### config.mk
export PLATFORM = sky130hd
export DESIGN_NAME = serial_add_flat
export DESIGN_NICKNAME = d
export VERILOG_FILES = /design/src/rtl/serial_add_if.sv /design/src/rtl/serial_add.sv /design/src/flat_wrapper.sv
export SDC_FILE = /design/constraint.sdc
export NUM_CORES = 1
export LEC_CHECK = 0
export CORE_AREA = 2 2 45 78
export CTS_CLUSTER_SIZE = 25
export DETAILED_ROUTE_END_ITERATION = 8
export DIE_AREA = 0 0 47 80
export PLACE_DENSITY = 0.81
export REMOVE_ABC_BUFFERS = 1
export SLEW_MARGIN = 25
export SYNTH_ARGS = -nofsm -noshare
export SYNTH_HDL_FRONTEND = slang
export SYNTH_SLANG_ARGS = --single-unit
export TNS_END_PERCENT = 50
### constraint.sdc
create_clock -name clk -period 2.95 [get_ports clk]
set_clock_uncertainty 0.15 [all_clocks]
set_input_delay 0.59 -clock clk [delete_from_list [all_inputs] [get_ports clk]]
set_output_delay 0.59 -clock clk [all_outputs]
set_load 0.02 [all_outputs]
### src/rtl/serial_add_if.sv
// Operand/result bundle for the bit-serial adder; the ovf signal exists only
// when SERIAL_ADD_OVF_EN is defined.
interface serial_add_if #(
  parameter int WIDTH = 8
);
  logic             start;
  logic [WIDTH-1:0] a;
  logic [WIDTH-1:0] b;
  logic             carryIN;
  logic             busy;
  logic             done;
  logic [WIDTH-1:0] sum;
  logic             carryOUT;
`ifdef SERIAL_ADD_OVF_EN
  logic             ovf;

  modport master (output start, a, b, carryIN,
                  input  busy, done, sum, carryOUT, ovf);
  modport slave  (input  start, a, b, carryIN,
                  output busy, done, sum, carryOUT, ovf);
`else
  modport master (output start, a, b, carryIN,
                  input  busy, done, sum, carryOUT);
  modport slave  (input  start, a, b, carryIN,
                  output busy, done, sum, carryOUT);
`endif
endinterface

### src/rtl/serial_add.sv
// Bit-serial WIDTH-bit adder driving one combinational full adder, LSB first.
// Optional macro SERIAL_ADD_OVF_EN adds a registered signed-overflow flag.
module f_add (
  input  logic a,
  input  logic b,
  input  logic carryIN,
  output logic sum,
  output logic carryOUT
);
  assign sum      = a ^ b ^ carryIN;
  assign carryOUT = (a & b) | (a & carryIN) | (b & carryIN);
endmodule

module serial_add #(
  parameter int WIDTH = 8
) (
  input  logic         clk,
  input  logic         rst_n,
  serial_add_if.slave  bus,
  output logic [1:0]   dbgState
);
  localparam int CW = $clog2(WIDTH);

  typedef enum logic [1:0] {IDLE = 2'd0, RUN = 2'd1, DONE = 2'd2} state_t;

  state_t           state;
  state_t           stateNext;
  logic [WIDTH-1:0] shA;
  logic [WIDTH-1:0] shB;
  logic [WIDTH-1:0] acc;
  logic [WIDTH-1:0] accNext;
  logic [WIDTH-1:0] sumQ;
  logic [CW-1:0]    cnt;
  logic             cy;
  logic             carryQ;
  logic             faSum;
  logic             faCarry;
  logic             lastBit;

  f_add u_fadd (
    .a        (shA[0]),
    .b        (shB[0]),
    .carryIN  (cy),
    .sum      (faSum),
    .carryOUT (faCarry)
  );

  assign accNext = {faSum, acc[WIDTH-1:1]};
  assign lastBit = (cnt == CW'(WIDTH - 1));

  // Handshake: start is sampled only while busy=0; once accepted, busy stays
  // high through RUN and DONE, and done pulses one cycle with sum/carryOUT valid.
  always_ff @(posedge clk) begin
    if (!rst_n) state <= IDLE;
    else        state <= stateNext;
  end

  always_comb begin
    stateNext = state;
    case (state)
      IDLE:    if (bus.start) stateNext = RUN;
      RUN:     if (lastBit)   stateNext = DONE;
      DONE:    stateNext = IDLE;
      default: stateNext = IDLE;
    endcase
  end

  always_ff @(posedge clk) begin
    if (!rst_n) begin
      shA    <= '0;
      shB    <= '0;
      acc    <= '0;
      sumQ   <= '0;
      cnt    <= '0;
      cy     <= 1'b0;
      carryQ <= 1'b0;
    end else begin
      case (state)
        IDLE: begin
          if (bus.start) begin
            shA <= bus.a;
            shB <= bus.b;
            cy  <= bus.carryIN;
            cnt <= '0;
            acc <= '0;
          end
        end
        RUN: begin
          acc <= accNext;
          cy  <= faCarry;
          shA <= shA >> 1;
          shB <= shB >> 1;
          if (lastBit) begin
            sumQ   <= accNext;
            carryQ <= faCarry;
          end else begin
            cnt <= cnt + CW'(1);
          end
        end
        default: ;
      endcase
    end
  end

`ifdef SERIAL_ADD_OVF_EN
  logic ovfQ;

  // On the last bit cy is the carry into the MSB and faCarry the carry out.
  always_ff @(posedge clk) begin
    if (!rst_n)                        ovfQ <= 1'b0;
    else if (state == RUN && lastBit)  ovfQ <= cy ^ faCarry;
  end

  assign bus.ovf = ovfQ;
`endif

  assign bus.busy     = (state != IDLE);
  assign bus.done     = (state == DONE);
  assign bus.sum      = sumQ;
  assign bus.carryOUT = carryQ;
  assign dbgState     = state;
endmodule

### src/flat_wrapper.sv
// flat-port wrapper written by rule: the top's interface ports become plain ports
module serial_add_flat 
#(
  parameter int WIDTH = 8
)
  (clk, rst_n, dbgState, bus_start, bus_a, bus_b, bus_carryIN, bus_busy, bus_done, bus_sum, bus_carryOUT);
  serial_add_if #(.WIDTH(WIDTH)) bus_i ();
  input  logic clk;
  input  logic rst_n;
  output logic [1:0] dbgState;
  input wire logic [$bits(bus_i.start)-1:0] bus_start;
  input wire logic [$bits(bus_i.a)-1:0] bus_a;
  input wire logic [$bits(bus_i.b)-1:0] bus_b;
  input wire logic [$bits(bus_i.carryIN)-1:0] bus_carryIN;
  output wire logic [$bits(bus_i.busy)-1:0] bus_busy;
  output wire logic [$bits(bus_i.done)-1:0] bus_done;
  output wire logic [$bits(bus_i.sum)-1:0] bus_sum;
  output wire logic [$bits(bus_i.carryOUT)-1:0] bus_carryOUT;
  assign bus_i.start = bus_start;
  assign bus_i.a = bus_a;
  assign bus_i.b = bus_b;
  assign bus_i.carryIN = bus_carryIN;
  assign bus_busy = bus_i.busy;
  assign bus_done = bus_i.done;
  assign bus_sum = bus_i.sum;
  assign bus_carryOUT = bus_i.carryOUT;
  serial_add #(.WIDTH(WIDTH)) u_core (.clk(clk), .rst_n(rst_n), .bus(bus_i), .dbgState(dbgState));
endmodule
After elaboration in Yosys (flattened, before gate mapping)
Index checks and enable logic that the tools add are counted.
{"block": "classes", "n_mul": 0, "n_shift": 0, "eq_ne": 6, "div": 0, "order_cmp": 0, "reduce_logical": 7, "add_sub_neg": 1, "n_bitwise": 7, "muxes": 14}
{"cell": "$pmux W8 S2", "n": 3}
{"cell": "$mux W8", "n": 3}
{"cell": "$mux W3", "n": 2}
{"cell": "$pmux W3 S2", "n": 1}
{"cell": "$reduce_and A2 Y1", "n": 3}
{"cell": "$mux W2", "n": 2}
{"cell": "$ne A2 B2 Y1 const B", "n": 2}
{"cell": "$pmux W2 S2", "n": 1}
{"cell": "$reduce_bool A2 Y1", "n": 2}
{"cell": "$add A3 B1 Y3 const B", "n": 1}
{"cell": "$and A1 B1 Y1", "n": 3}
{"cell": "$eq A3 B3 Y1 const B", "n": 1}
{"cell": "$reduce_and A3 Y1", "n": 1}
{"cell": "$eq A2 B1 Y1 const B", "n": 1}
{"cell": "$eq A2 B2 Y1 const B", "n": 1}
{"cell": "$logic_not A2 Y1", "n": 1}
{"cell": "$ne A2 B1 Y1 const B", "n": 1}
{"cell": "$or A1 B1 Y1", "n": 2}
{"cell": "$pmux W1 S2", "n": 1}
{"cell": "$xor A1 B1 Y1", "n": 2}
{"cell": "$mux W1", "n": 1}
{"block": "totals", "in_bits": 20, "reg_bits": 39, "out_inout_bits": 13, "word_cells": 43, "ramBits": 0, "mem_bits_ro": 0, "mem_count": 0, "latch_bits": 0}

Logic depth before layout (Yosys ltp)
{"block": "logic_depth", "ltp_word": 4, "mapped_depth": 6, "ltp_nobuf": 5}

Modules after synthesis
A second synthesis with hierarchy kept.
{"block": "hier_totals", "hier_cells": 169, "hier_area_um2": 1672.9}
{"mod": "serial_add", "instances": 1, "seq_area_each_um2": 760.7, "cells_each": 168, "area_each_um2": 1652.8}
{"mod": "f_add", "instances": 1, "seq_area_each_um2": 0.0, "cells_each": 1, "area_each_um2": 20.0}

Least setup slack after synthesis
OpenSTA, ideal clock, no wires.
{"block": "synth_path", "kind": "reg2out", "from": "register u_core.state[0] (netlist: u_core.dbgState[0])", "to": "output port bus_busy", "slack_ps": 999, "stages_incl_launch_ff": 4, "path_buffers": 1, "arrival_ps": 1211, "required_ps": 2210, "cell_sequence": "dfxtp_1 > clkinv_1 > clkbuf_1 > nand2_1"}
{"block": "synth_between", "elab_chain_cells": 1}
{"item": "from (decl)", "line": "serial_add.sv:26", "source": "state_t state;"}
{"item": "from (signal assigned)", "line": "serial_add.sv:55", "source": "else state <= stateNext;"}
{"item": "$reduce_bool A2 Y1", "line": "serial_add.sv:117", "source": "assign bus.busy = (state != IDLE);"}
{"item": "to (decl)", "line": "flat_wrapper.sv:15", "source": "output wire logic [$bits(bus_i.busy)-1:0] bus_busy;"}
Every way passes these cells.

Worst setup path after layout
Same ends and word-level chain as after synthesis.

==> flow_metrics.tcl <==
set metrics [dict create \
    busiest_layer "met2" \
    grt_pass1_wl_um 5800 \
    ant_nets 0 \
    ff2ff_path_depth 3 \
    hold_viol 0 \
    clockRootBuffer "clkbuf_8" \
    grtUsageMet1_pct 22.4 \
    finalWorstSetupSlack_ps 438 \
    ir_worst_vdd_mv 0.479 \
    fin_crit_sh_pct 85.1 \
    yosys.area.top_type_share_pct 46.5 \
    max_stage_delay_ps 620 \
    cp-endpoint "bus_busy" \
    synth_edf_count 0 \
    yosys_warnings 0 \
    syn_area_mm2 0.00164 \
    max_freq_mhz 398 \
    arrival_ps 1770 \
    overflow 0 \
    post_drt_wl_per_cell_um 14.3 \
    end_kind "output port" \
    use_met3_pct 5.88 \
    rrSetupSlack_ps 910 \
    clockBufferDepth 2 \
    syn_avg_cell_area_um2 8.89 \
    yosysUniqueCellTypes 28 \
    start_util_pct 52.6 \
    hold_class "reg2reg" \
    vias 1511 \
    layout_commonest_cell "dfxtp_1" \
    status "complete, no violations" \
    clock-sinks 38 \
    die_area_mm2 0.00376 \
    port_buffers 32 \
    syn_inst 184 \
    criticalPathCategory "reg2out" \
    worst-path-buf-inv 2 \
    n_antenna_cell 0 \
    grt_usage_pct 21.3 \
    clk_latency_ps 290 \
    drv_cap 0 \
    holdBufCountCts 0 \
    grt_pass1_vias 1350 \
    crit_fanout 15 \
    cts_tree "done" \
    cp_num_cells 3 \
    setup_violations 0 \
    async_reset_ff_share_pct 0 \
    layout-drive-gt1-share_pct 10.7 \
    yosysSeqAreaShare_pct 46.5 \
    die_height_um 80 \
    powerDensity_mw_per_mm2 516 \
    cts-resized-gates 0 \
    period_needed_ps 2510 \
    hpwl_um 2630 \
    cp_slowest_cell "dfxtp_1" \
    path_cells "clkinv_1, nand2_1, clkdlybuf4s50_1" \
    routed_wl_um 3670 \
    r2r-end "u_core.acc[2]$_SDFFE_PN0P_" \
    core_area_mm2 0.00311 \
    grt_setup_unrepaired "false" \
    start_kind "flip-flop" \
    cp-startpoint "u_core.dbgState[0]$_SDFFE_PN0P_" \
    grt_antenna_before_repair 0 \
    tns_ps 0 \
    grt_max_degree 24 \
    drc_errors 0 \
    r2r_start "u_core.dbgState[0]$_SDFFE_PN0P_" \
    fin_nets 236 \
    via_per_inst 5.88 \
    use_met2_pct 36.7 \
    synth_seq_cells 38 \
    preCtsSetupSlack_ps 550 \
    first_pass_iters 4 \
    synth_top_area_cell "dfxtp_1" \
    cp_top_family "buffers and inverters" \
    post-cts-setup-buffer-count 0 \
    p_leak_nw 0.719 \
    rows 27 \
    syn2layout_area_growth_pct 26.0 \
    cp.required_ps 2210 \
    drv_slew 0 \
    die_w_um 47 \
    synthTopCellsByArea "dfxtp_1 47%, a21oi_1 8.6%, o221ai_1 8.0%, nand3_1 4.0%, a22oi_1 3.2%" \
    clkTransAtPathRegs_ps 70 \
    final_cell_mix "38 x dfxtp_1, 32 x clkdlybuf4s50_1, 28 x a21oi_1, 15 x o221ai_1" \
    gp_congestion 0.799 \
    htree_levels 2 \
    tightestPinTransition_ps 987 \
    io_pins 33 \
    dr.first_iter.drc_count 44 \
    synthFlopType "dfxtp_1" \
    cts_made_buffers 5 \
    relSlewSlack_pct 34.1 \
]
## cell type report
class | instances | area [µm²]
Clock buffer | 7 | 86.3
Fill cell | 276 | 1050
Clock inverter | 1 | 5.00
Timing Repair Buffer | 37 | 358
Inverter | 3 | 11.3
Multi-Input combinational cell | 128 | 786
Tap cell | 43 | 53.8
Sequential cell | 38 | 761
## power breakdown
| group | leakage [nW] | switching (mW) | internal (mW) | total [mW] |
|---|---|---|---|---|
| registers | 0.311 | 0.0255 | 0.539 | 0.565 |
| clock network | 0.0482 | 0.180 | 0.189 | 0.369 |
| logic | 0.359 | 0.0645 | 0.0664 | 0.131 |
## metal layers
| metal | share of wire (%) | up-vias |
|---|---|---|
| li1 | - | 749 |
| met1 | 40 | 695 |
| met2 | 53 | 57 |
| met3 | 5.2 | 10 |
| met4 | 2.1 | 0 |
| met5 | 0 | - |
## synth_stat cells (all sizes together), types with 2 or more instances
library cell and number:
clkbuf 7, a21oi 28, nand2 13, o21ai 10, nand3 13, nand2b 2, inv 2, ha 2
a31oi 3, nor2 11, dfxtp 38, o22ai 7, buf 8, nand4 2, o221ai 15, or3b 8
nor2b 2, a22oi 7
## worst min-delay path by stage
stage,depth (start not counted),startpoint,endpoint,slack (ps)
2_1_floorplan,2,u_core.acc[1]$_SDFFE_PN0P_,u_core.bus.sum[0]$_SDFFE_PN0P_,290
3_3_place_gp,2,u_core.bus.sum[3]$_SDFFE_PN0P_,u_core.bus.sum[3]$_SDFFE_PN0P_,290
3_5_place_dp,2,u_core.bus.sum[3]$_SDFFE_PN0P_,u_core.bus.sum[3]$_SDFFE_PN0P_,300
4_1_cts,2,u_core.bus.sum[3]$_SDFFE_PN0P_,u_core.bus.sum[3]$_SDFFE_PN0P_,310
5_1_grt,2,u_core.bus.sum[3]$_SDFFE_PN0P_,u_core.bus.sum[3]$_SDFFE_PN0P_,330
6_report,2,u_core.bus.sum[3]$_SDFFE_PN0P_,u_core.bus.sum[3]$_SDFFE_PN0P_,300
## logic make-up after synthesis
group,synth area share (%)
flip-flops,46.5
buffers and inverters,5.43
AO/OA/AOI/OAI,27.4
adder cells (fa/ha/maj),2.75
AND/OR/NAND/NOR,17.9
## stage by stage
step	hold slack, ps	power (mW)	util [%]	instances	cell area (µm²)
global route	326	1.11	66.3	257	2060
CTS	308	1.07	66.3	257	2060
detailed placement	298	0.706	63.4	249	1970
global placement	292	0.697	63.4	249	1970
finish	303	1.06	66.3	257	2060
floorplan	293	0.641	-	169	1560
## registers in the layout, indices dropped and copies added, names as in the netlist
signal	flops
u_core.bus.sum	8
u_core.shA	8
u_core.shB	8
u_core.acc	7
u_core.cnt	3
u_core.dbgState	2
u_core.bus.carryOUT	1
u_core.cy	1
## worst min-delay path: cells and delay by family (launching register included)
| family | cells | cell delay (ps) |
|---|---|---|
| AO/OA/AOI/OAI | 1 | 50 |
| AND/OR/NAND/NOR | 1 | 50 |
| flip-flops | 1 | 310 |
(Power assumes the default switching activity.)
==> variant: new RTL, same flow settings <==
`WIDTH` is set to 8 in 3 places; all go to 4.
--- a/src/rtl/serial_add_if.sv
+++ b/src/rtl/serial_add_if.sv
@@ -1,7 +1,7 @@
 // Operand/result bundle for the bit-serial adder; the ovf signal exists only
 // when SERIAL_ADD_OVF_EN is defined.
 interface serial_add_if #(
-  parameter int WIDTH = 8
+  parameter int WIDTH = 4
 );
   logic             start;
   logic [WIDTH-1:0] a;
--- a/src/rtl/serial_add.sv
+++ b/src/rtl/serial_add.sv
@@ -12,7 +12,7 @@
 endmodule
 
 module serial_add #(
-  parameter int WIDTH = 8
+  parameter int WIDTH = 4
 ) (
   input  logic         clk,
   input  logic         rst_n,
--- a/src/flat_wrapper.sv
+++ b/src/flat_wrapper.sv
@@ -1,7 +1,7 @@
 // flat-port wrapper written by rule: the top's interface ports become plain ports
 module serial_add_flat 
 #(
-  parameter int WIDTH = 8
+  parameter int WIDTH = 4
 )
   (clk, rst_n, dbgState, bus_start, bus_a, bus_b, bus_carryIN, bus_busy, bus_done, bus_sum, bus_carryOUT);
   serial_add_if #(.WIDTH(WIDTH)) bus_i ();
Interface: changed (resized bus_a, bus_b and bus_sum); port bits go from 33 to 21. No check against the original RTL was run, so the function may have changed too.
==> variant against the unedited design <==
Worst setup slack got worse by 14 ps. Critical path depth is the same. Register-to-register slack improved by 520 ps. Synthesized cell count decreased by 43%. Sequential cell count shrank 17. Wire length down 47%. Worst hold slack improved by 2.8 ps. Sequential share of layout area is 0.79 points lower. Total power decreased by 46%. Design area down 44%. Area after synthesis is 43% lower. Largest cell class unchanged. Highest routed layer unchanged.
==> variant: results (changes against the unedited design) <==
\begin{tabular}{lr}
\hline
Metric & Value \\
\hline
\multicolumn{2}{l}{\textbf{Run status}} \\
\quad Run status & complete, no violations (unchanged) \\
\multicolumn{2}{l}{\textbf{Routing}} \\
\quad Wire length per cell & 12.0 µm (was 14.3 µm) \\
\quad Total wire length after detailed routing & 1950 µm (was 3670 µm) \\
\quad Starting DRT DRC Count & 36 (was 44) \\
\multicolumn{2}{l}{\textbf{Setup path}} \\
\quad R2R Path Start & u\_core.cnt[0] (was u\_core.dbgState[0]) \\
\quad Depth of the most critical reg-to-reg path & 4 (was 3) \\
\quad Worst endpoint data arrival time & 1790 ps (was 1770 ps) \\
\quad Worst reg2reg setup slack & 1430 ps (was 910 ps) \\
\multicolumn{2}{l}{\textbf{Global route}} \\
\quad Via count of the first global-routing pass & 807 (was 1,350) \\
\quad First-pass GRT wire length & 3220 µm (was 5800 µm) \\
\quad GRT Total Usage & 0.113 (was 0.213) \\
\multicolumn{2}{l}{\textbf{Hold path}} \\
\quad Hold Path End & u\_core.bus.sum[0] (was u\_core.bus.sum[3]) \\
\multicolumn{2}{l}{\textbf{Cells and area}} \\
\quad Final-layout fill cell count & 326 (was 276) \\
\quad NumNets Final & 134 (was 236) \\
\quad Ratio of cells with drive above 1 in the final layout & 0.0588 (was 0.107) \\
\multicolumn{2}{l}{\textbf{Placement}} \\
\quad Post-placement cell count & 158 (was 249) \\
\quad DP Wirelength & 1450 µm (was 2630 µm) \\
\multicolumn{2}{l}{\textbf{Pwr}} \\
\quad Internal portion of total power & 0.434 mW (was 0.794 mW) \\
\quad Leakage power & 0.399 nW (was 0.719 nW) \\
\quad Worst vdd ir & 0.000243 V (was 0.000479 V) \\
\quad Portion of total power attributed to the clock network & 0.322 (was 0.347) \\
\quad Power density over the cells & 497 nW/µm² (was 516 nW/µm²) \\
\multicolumn{2}{l}{\textbf{Logic synthesis}} \\
\quad Portion of the post-synthesis area used by sequential elements & 0.451 (was 0.465) \\
\quad Cell types with the largest area share after synthesis & dfxtp\_1 45\%, a21oi\_1 8.6\%, o221ai\_1 6.6\% (was dfxtp\_1 47\%, a21oi\_1 8.6\%, o221ai\_1 8.0\%) \\
\multicolumn{2}{l}{\textbf{Timing}} \\
\quad Worst Tran Pin Value & 491 ps (was 987 ps) \\
\multicolumn{2}{l}{\textbf{Clock tree}} \\
\quad CTS HTree Levels & 1 (was 2) \\
\hline
\end{tabular}
==> variant: cell count changes after synthesis, sizes merged, moves of 4 or more <==
cell,delta
clkbuf,-5
nor2,-5
a21oi,-12
dfxtp,-17
nand3,-6
or3b,-7
a22oi,-4
o221ai,-8
nand2,-5
o21ai,-7
==> variant: metal layers <==
layer	vias to the layer above	GRT usage	wire length [µm]
li1	414	-	-
met1	396	0.138	810
met2	40	0.188	972
met3	5	0.0204	113
met4	0	0.0417	51
met5	-	0	0
==> variant: cell families after synthesis <==
group	count (synthesis)	share of synthesized area
DFF	21	0.451
adders and majority gates	2	0.0349
and+or+nand+nor	31	0.172
AOI/OAI and AO/OA	38	0.258
buffers and inverters	12	0.0846
==> variant: worst max path at each step <==
stage | endpoint | depth (start not counted)
after CTS | bus_busy | 3
after floorplan | bus_busy | 2
after global placement | bus_busy | 3
after global routing | bus_busy | 3
after detailed placement | bus_busy | 3
final | bus_busy | 3
==> variant: area by class of cell <==
type,count,share of cell area
multi-input combinational,71,0.372
sequential,21,0.361
timing repair buffer,20,0.172
tap,43,0.0462
clock buffer,4,0.0387
inverter,3,0.00968
==> variant: critical path, cell delays in order, from the launching register on <==
cell             delay [ps]
dfxtp_1                 550
inv_1                   260
nand2_1                 110
clkdlybuf4s50_1         600
==> variant: per-stage QoR <==
stage | utilization | hold slack [ps] | setup slack [ps]
2_1_floorplan | - | 293 | 1170
3_3_place_gp | 0.360 | 296 | 771
3_5_place_dp | 0.360 | 298 | 695
4_1_cts | 0.374 | 308 | 403
5_1_grt | 0.374 | 324 | 303
6_report | 0.374 | 306 | 424
